--- src/rtl/pid_pkg.sv ---
// rtl/pid_pkg.sv - shared types, widths and clamp limits for the PID sequencer
//
// Purpose: state encoding and datapath widths used by pid_sched and pid_mul.
// Ports:   none (package).
package pid_pkg;

    localparam int ERR_W   = 12;  // raw line error
    localparam int SAT_W   = 11;  // saturated error fed to the integrator
    localparam int DSAT_W  = 8;   // clamped derivative difference
    localparam int PID_W   = 16;  // summed command
    localparam int I_W     = 10;  // integrator term
    localparam int PROD_W  = 15;  // multiplier product
    localparam int DTERM_W = 12;  // registered D term

    // Limits are held at ERR_W so they compare directly against 12-bit values;
    // the low bits are the saturated codes themselves.
    localparam logic signed [ERR_W-1:0] ERR_MAX = 12'sd1023;
    localparam logic signed [ERR_W-1:0] ERR_MIN = -12'sd1024;
    localparam logic signed [ERR_W-1:0] D_MAX   = 12'sd127;
    localparam logic signed [ERR_W-1:0] D_MIN   = -12'sd128;

    typedef enum logic [2:0] {
        S_IDLE  = 3'd0,
        S_SAT   = 3'd1,
        S_MUL_P = 3'd2,
        S_MUL_D = 3'd3,
        S_SUM   = 3'd4
    } pid_state_t;

endpackage

--- src/rtl/pid_mul.sv ---
// rtl/pid_mul.sv - shared signed x unsigned multiplier for the P and D terms
//
// Purpose: the single multiplier instance time-shared between MUL_P and MUL_D.
// Ports:
//   a    : signed 11-bit multiplicand (saturated error or sign-extended d_sat)
//   b    : unsigned 4-bit gain
//   prod : signed 15-bit product, combinational
module pid_mul
    import pid_pkg::*;
(
    input  logic signed [SAT_W-1:0]  a,
    input  logic        [3:0]        b,
    output logic signed [PROD_W-1:0] prod
);

    logic signed [PROD_W-1:0] a_ext;
    logic signed [PROD_W-1:0] b_ext;

    // Zero-extend the gain so it stays positive in a signed multiply.
    assign a_ext = {{(PROD_W-SAT_W){a[SAT_W-1]}}, a};
    assign b_ext = {{(PROD_W-4){1'b0}}, b};
    assign prod  = a_ext * b_ext;

endmodule

--- src/rtl/pid_sched.sv ---
// rtl/pid_sched.sv - sequencer for the PID datapath (saturate, P, D, sum)
//
// Purpose: takes one raw error per err_vld, saturates it, strobes it to the
// integrator, computes P and D on one shared multiplier and emits pid.
// Ports:
//   clk, rst   : clock, synchronous active-high reset
//   go         : run enable; low aborts the sample and clears pid/err state
//   moving     : low forces the D term to zero
//   err        : raw signed line error, valid with err_vld
//   I_term     : integrator output, sampled in SUM
//   err_sat    : saturated error, err_vld_o strobes it in MUL_P
//   pid        : summed command, pid_vld strobes each new result
//   busy       : state is not IDLE
//   overrun    : sticky, set when a sample arrives while busy
module pid_sched
    import pid_pkg::*;
#(
    parameter logic [3:0] P_COEFF = 4'd12,
    parameter logic [3:0] D_COEFF = 4'd5
) (
    input  logic                     clk,
    input  logic                     rst,
    input  logic                     go,
    input  logic                     moving,
    input  logic signed [ERR_W-1:0]  err,
    input  logic                     err_vld,
    input  logic signed [I_W-1:0]    I_term,
    output logic signed [SAT_W-1:0]  err_sat,
    output logic                     err_vld_o,
    output logic signed [PID_W-1:0]  pid,
    output logic                     pid_vld,
    output logic                     busy,
    output logic                     overrun
);

    pid_state_t                  state;
    logic signed [ERR_W-1:0]     err_raw;
    logic signed [SAT_W-1:0]     err_prev;
    logic signed [PROD_W-1:0]    p_term;
    logic signed [DTERM_W-1:0]   d_term;

    logic signed [SAT_W-1:0]     sat_nxt;
    logic signed [ERR_W-1:0]     d_diff;
    logic signed [DSAT_W-1:0]    d_sat;
    logic signed [SAT_W-1:0]     mul_a;
    logic        [3:0]           mul_b;
    logic signed [PROD_W-1:0]    mul_prod;

    assign busy = (state != S_IDLE);

    always_comb begin
        sat_nxt = err_raw[SAT_W-1:0];
        if (err_raw > ERR_MAX) begin
            sat_nxt = ERR_MAX[SAT_W-1:0];
        end else if (err_raw < ERR_MIN) begin
            sat_nxt = ERR_MIN[SAT_W-1:0];
        end
    end

    // Both operands span [-1024, 1023], so the 12-bit difference cannot wrap.
    assign d_diff = {err_sat[SAT_W-1], err_sat} - {err_prev[SAT_W-1], err_prev};

    always_comb begin
        d_sat = d_diff[DSAT_W-1:0];
        if (d_diff > D_MAX) begin
            d_sat = D_MAX[DSAT_W-1:0];
        end else if (d_diff < D_MIN) begin
            d_sat = D_MIN[DSAT_W-1:0];
        end
    end

    // Multiplier operands are steered by state: D in MUL_D, P otherwise.
    always_comb begin
        mul_a = err_sat;
        mul_b = P_COEFF;
        if (state == S_MUL_D) begin
            mul_a = {{(SAT_W-DSAT_W){d_sat[DSAT_W-1]}}, d_sat};
            mul_b = D_COEFF;
        end
    end

    pid_mul u_mul (
        .a    (mul_a),
        .b    (mul_b),
        .prod (mul_prod)
    );

    always_ff @(posedge clk) begin
        if (rst) begin
            state     <= S_IDLE;
            err_raw   <= '0;
            err_sat   <= '0;
            err_prev  <= '0;
            err_vld_o <= 1'b0;
            p_term    <= '0;
            d_term    <= '0;
            pid       <= '0;
            pid_vld   <= 1'b0;
            overrun   <= 1'b0;
        end else begin
            err_vld_o <= 1'b0;
            pid_vld   <= 1'b0;
            if (!go) begin
                // Abort: drop any in-flight sample, keep overrun as-is.
                state    <= S_IDLE;
                pid      <= '0;
                err_prev <= '0;
                err_sat  <= '0;
            end else begin
                if (err_vld && (state != S_IDLE)) begin
                    overrun <= 1'b1;
                end
                case (state)
                    S_IDLE: begin
                        if (err_vld) begin
                            err_raw <= err;
                            state   <= S_SAT;
                        end
                    end
                    S_SAT: begin
                        err_sat   <= sat_nxt;
                        err_vld_o <= 1'b1;
                        state     <= S_MUL_P;
                    end
                    S_MUL_P: begin
                        p_term <= mul_prod;
                        state  <= S_MUL_D;
                    end
                    S_MUL_D: begin
                        // |d_sat * D_COEFF| <= 1920, so the low 12 bits hold it.
                        d_term   <= moving ? mul_prod[DTERM_W-1:0] : '0;
                        err_prev <= err_sat;
                        state    <= S_SUM;
                    end
                    S_SUM: begin
                        pid <= {{(PID_W-PROD_W){p_term[PROD_W-1]}}, p_term}
                             + {{(PID_W-I_W){I_term[I_W-1]}}, I_term}
                             + {{(PID_W-DTERM_W){d_term[DTERM_W-1]}}, d_term};
                        pid_vld <= 1'b1;
                        state   <= S_IDLE;
                    end
                    default: state <= S_IDLE;
                endcase
            end
        end
    end

endmodule

--- config.mk ---
export PLATFORM = sky130hd
export DESIGN_NAME = pid_sched
export DESIGN_NICKNAME = d
export VERILOG_FILES = /design/src/rtl/pid_pkg.sv /design/src/rtl/pid_mul.sv /design/src/rtl/pid_sched.sv
export SDC_FILE = /design/constraint.sdc
export NUM_CORES = 1
export LEC_CHECK = 0
export ABC_AREA = 0
export BUFFER_PORTS_ARGS = -buffer_cell sky130_fd_sc_hd__buf_2
export CAP_MARGIN = 20
export CORE_MARGIN = 5
export CORE_UTILIZATION = 40
export CTS_CLUSTER_DIAMETER = 40
export DETAILED_ROUTE_END_ITERATION = 12
export SKIP_CTS_REPAIR_TIMING = 1
export SLEW_MARGIN = 20
export SYNTH_ARGS = -nofsm -noshare
export SYNTH_HDL_FRONTEND = slang
export SYNTH_SLANG_ARGS = --single-unit
--- constraint.sdc ---
create_clock -name clk -period 17.16 [get_ports clk]
set_clock_uncertainty 0.1 [all_clocks]
set_input_delay 2.574 -clock clk [delete_from_list [all_inputs] [get_ports clk]]
set_output_delay 2.574 -clock clk [all_outputs]
set_load 0.005 [all_outputs]
==> metrics <==
clock slew at reported path FFs 0.06 ns; dpl ws between 10 and 15 ns; hpwl dp 11000 microns; Area contributors post-synth dfxtp_1 (29%), ha_1 (13%), fa_1 (9.1%); CTS tree yes; Worst Setup End Kind register; Syn Nets 818; Leak 2.99 nW; area taken by multi-input logic gates 3750 sq um; Post-synth EDFFs 0; compound-gate portion of the synthesized area 0.187; Comb power frac 0.105; Ys Warns 0; Skew-Pair Late Insertion Delay 0.35 ns; die height 130 microns; routed vias 4902; Mapped Avg Cell Area between 8 and 9 sq um; Net Switching approximately 0.11 mW; fin worst setup slack 11.35 ns; Clock Sinks a little over 80; first-pass GRT wire length 23400 microns; maximum vdd drop 0.0544 mV; xor and xnor area share after synthesis 0.0428; H-tree depth 3; crit start category register; Total GRT Usage 0.174; Starting Density 0.410; endpoints failing hold 0; Finished Layout Cells 929; register area about 1700 sq um; Seq pwr share 0.430; synthesized cell area 5730 sq um; status completed; Fin Setup TNS 0 ns; Synth Area in Adders 0.217; DRC violations left 0; antenna violations before repair 0; Pre-antenna DRT Iters 5; total power 0.459 mW; max-slew violations 0; vias per cell 5.28; fill count 1393; largest net degree at the start of global routing 42; most common cell after layout, fill and taps aside nand2_1; nets@finish 855; Ports 58; Yosys top cell by area dfxtp_1; Longest Clk Path Bufs 2; post-synthesis register bit count 83; mux contribution to synthesized area 0.00349; Starting DRT DRC Count 301; slowest CP cell fa_1; vias in the first global route 4727; cells along the critical path inv_1 -> ha_1 -> inv_1 -> fa_1 -> a21oi_1 -> o221ai_2 -> o22ai_1 -> xor2_1 -> nor3_1 -> a31o_1 -> a211o_1 -> ha_1 -> ha_1 -> fa_1 -> ha_1 -> a21o_1 -> a21oi_1 -> o21bai_1 -> a2111o_1 -> a21o_1 -> a32oi_1 -> nor2_1; number of nets still failing antenna checks after routing 0; die area 16800 sq um; Sw Share 0.248; Setup CP Type reg2reg; IO buf count 57; most frequent cells in the layout nand2_1 (110), dfxtp_1 (83), a21oi_1 (73), ha_1 (58), buf_2 (57); fmax between 0.15 and 0.2 GHz; worst path arrival time 5.93 ns; max_slew headroom 0.417; measured slew at the worst slew-check pin a little under 0.9 ns; RSZ-0062 raised after global routing false; Mapped Cells roughly 710; ys async rst share 0; post-layout util 0.462; Max FO, Critical Path 10; Req. time, crit path 17.28 ns; core area 14000 sq um; Clock Tree Root clkbuf_16; chip width 130 microns; CP most frequent cell ha_1; Simple-Gate Fraction of Synth Area 0.202; max-cap viol count 0; pwr dens 71.0 nW/um^2; row count 43; final setup fails 0; largest family of logic cells by synthesized area adder cells; GRT Residual Overflow 0; crit share post-route 0.338; top-area cell type share of the netlist area 0.290; Power Internal between 0.3 and 0.4 mW; diode count 0; CTS Buf Count 9; WL/cell 15.0 microns; Cells after DPL 913; Largest stage delay, worst path 0.49 ns; fraction of layout cells with a size suffix above 1 0.116; P&R area growth vs syn 12.8%; synth unique cells 58; HP Class reg2reg; min cycle time layout ~5.8 ns; Final GP Congestion 0.895; clock network power share 0.465; part of the Yosys area used for sequential elements 0.290; final wirelength 14000 microns; Post-synth top flop dfxtp_1
-- per-stage QoR --
step	hold slack [ns]	cell area [sq um]
2_1_floorplan	0.333	5730
3_3_place_gp	0.337	6130
3_5_place_dp	0.346	6130
4_1_cts	0.354	6460
5_1_grt	0.378	6470
6_report	0.351	6470
-- flip-flops by register name (all words and copies together), names as in the netlist --
register,flops
pid,16
err_raw,12
p_term,15
err_prev,11
pid_vld,1
err_sat,11
overrun,1
err_vld_o,1
state,3
d_term,12
-- power by group through the flow --
| stage | Sequential, mW | Clock (mW) | Combinational (mW) |
|---|---|---|---|
| after floorplan | 0.201 | 0 | 0.0342 |
| after global placement | 0.202 | 0 | 0.0470 |
| after detailed placement | 0.202 | 0 | 0.0478 |
| after CTS | 0.197 | 0.219 | 0.0481 |
| after global routing | 0.198 | 0.227 | 0.0543 |
| final | 0.198 | 0.214 | 0.0483 |
-- final timing paths --
path	from	endpoint	slack, ns	cells past startpoint
worst max-delay path	err_sat[0]	d_term[11]	11.35	22
worst min-delay path	pid[1]	pid[1]	0.35	2
worst max register to register	err_sat[0]	d_term[11]	11.35	22
worst min register to register	pid[1]	pid[1]	0.35	2
-- cells by family (layout without fill, tap and decap cells) --
logic type | Yosys count | count (layout)
AOI/OAI and AO/OA | 173 | 173
xor gates and xnor gates | 28 | 28
adders and majority gates | 84 | 84
buffers and inverters | 86 | 128
DFF | 83 | 83
muxes | 2 | 2
and+or+nand+nor | 251 | 251
-- Yosys cell counts, drive strengths merged (6+ instances only) --
master,number
inv,53
a31oi,6
nor3,11
xor2,8
nand2,111
clkbuf,31
ha,58
fa,26
nor2,42
nor2b,6
xnor2,20
o21ai,35
nand3,30
a21o,9
and3,10
dfxtp,83
or2,6
a21oi,73
and2,18
-- metal layers --
layer,GRT usage,vias up,share of wire
li1,-,2512,-
met1,0.251,2277,0.50
met2,0.265,101,0.44
met3,0.0348,12,0.051
met4,0.0501,0,0.013
met5,0,-,0
-- area by class of cell --
| cell class | instances | area share |
|---|---|---|
| clock buffer | 11 | 0.0375 |
| clock inverter | 5 | 0.0130 |
| inverter | 53 | 0.0308 |
| multi-input combinational | 538 | 0.581 |
| sequential | 83 | 0.257 |
| tap | 180 | 0.0348 |
| timing repair buffer | 59 | 0.0464 |
-- critical path: cells and delay by family, from the launching register on --
kind / cells / cell delay [ns]
compound gates: 11 / 2.56
xor+xnor: 1 / 0.30
fa+ha+maj: 6 / 2.04
buf+inv: 2 / 0.18
flops: 1 / 0.32
simple gates: 2 / 0.18
Note: power is estimated with default switching activity, not from simulation.
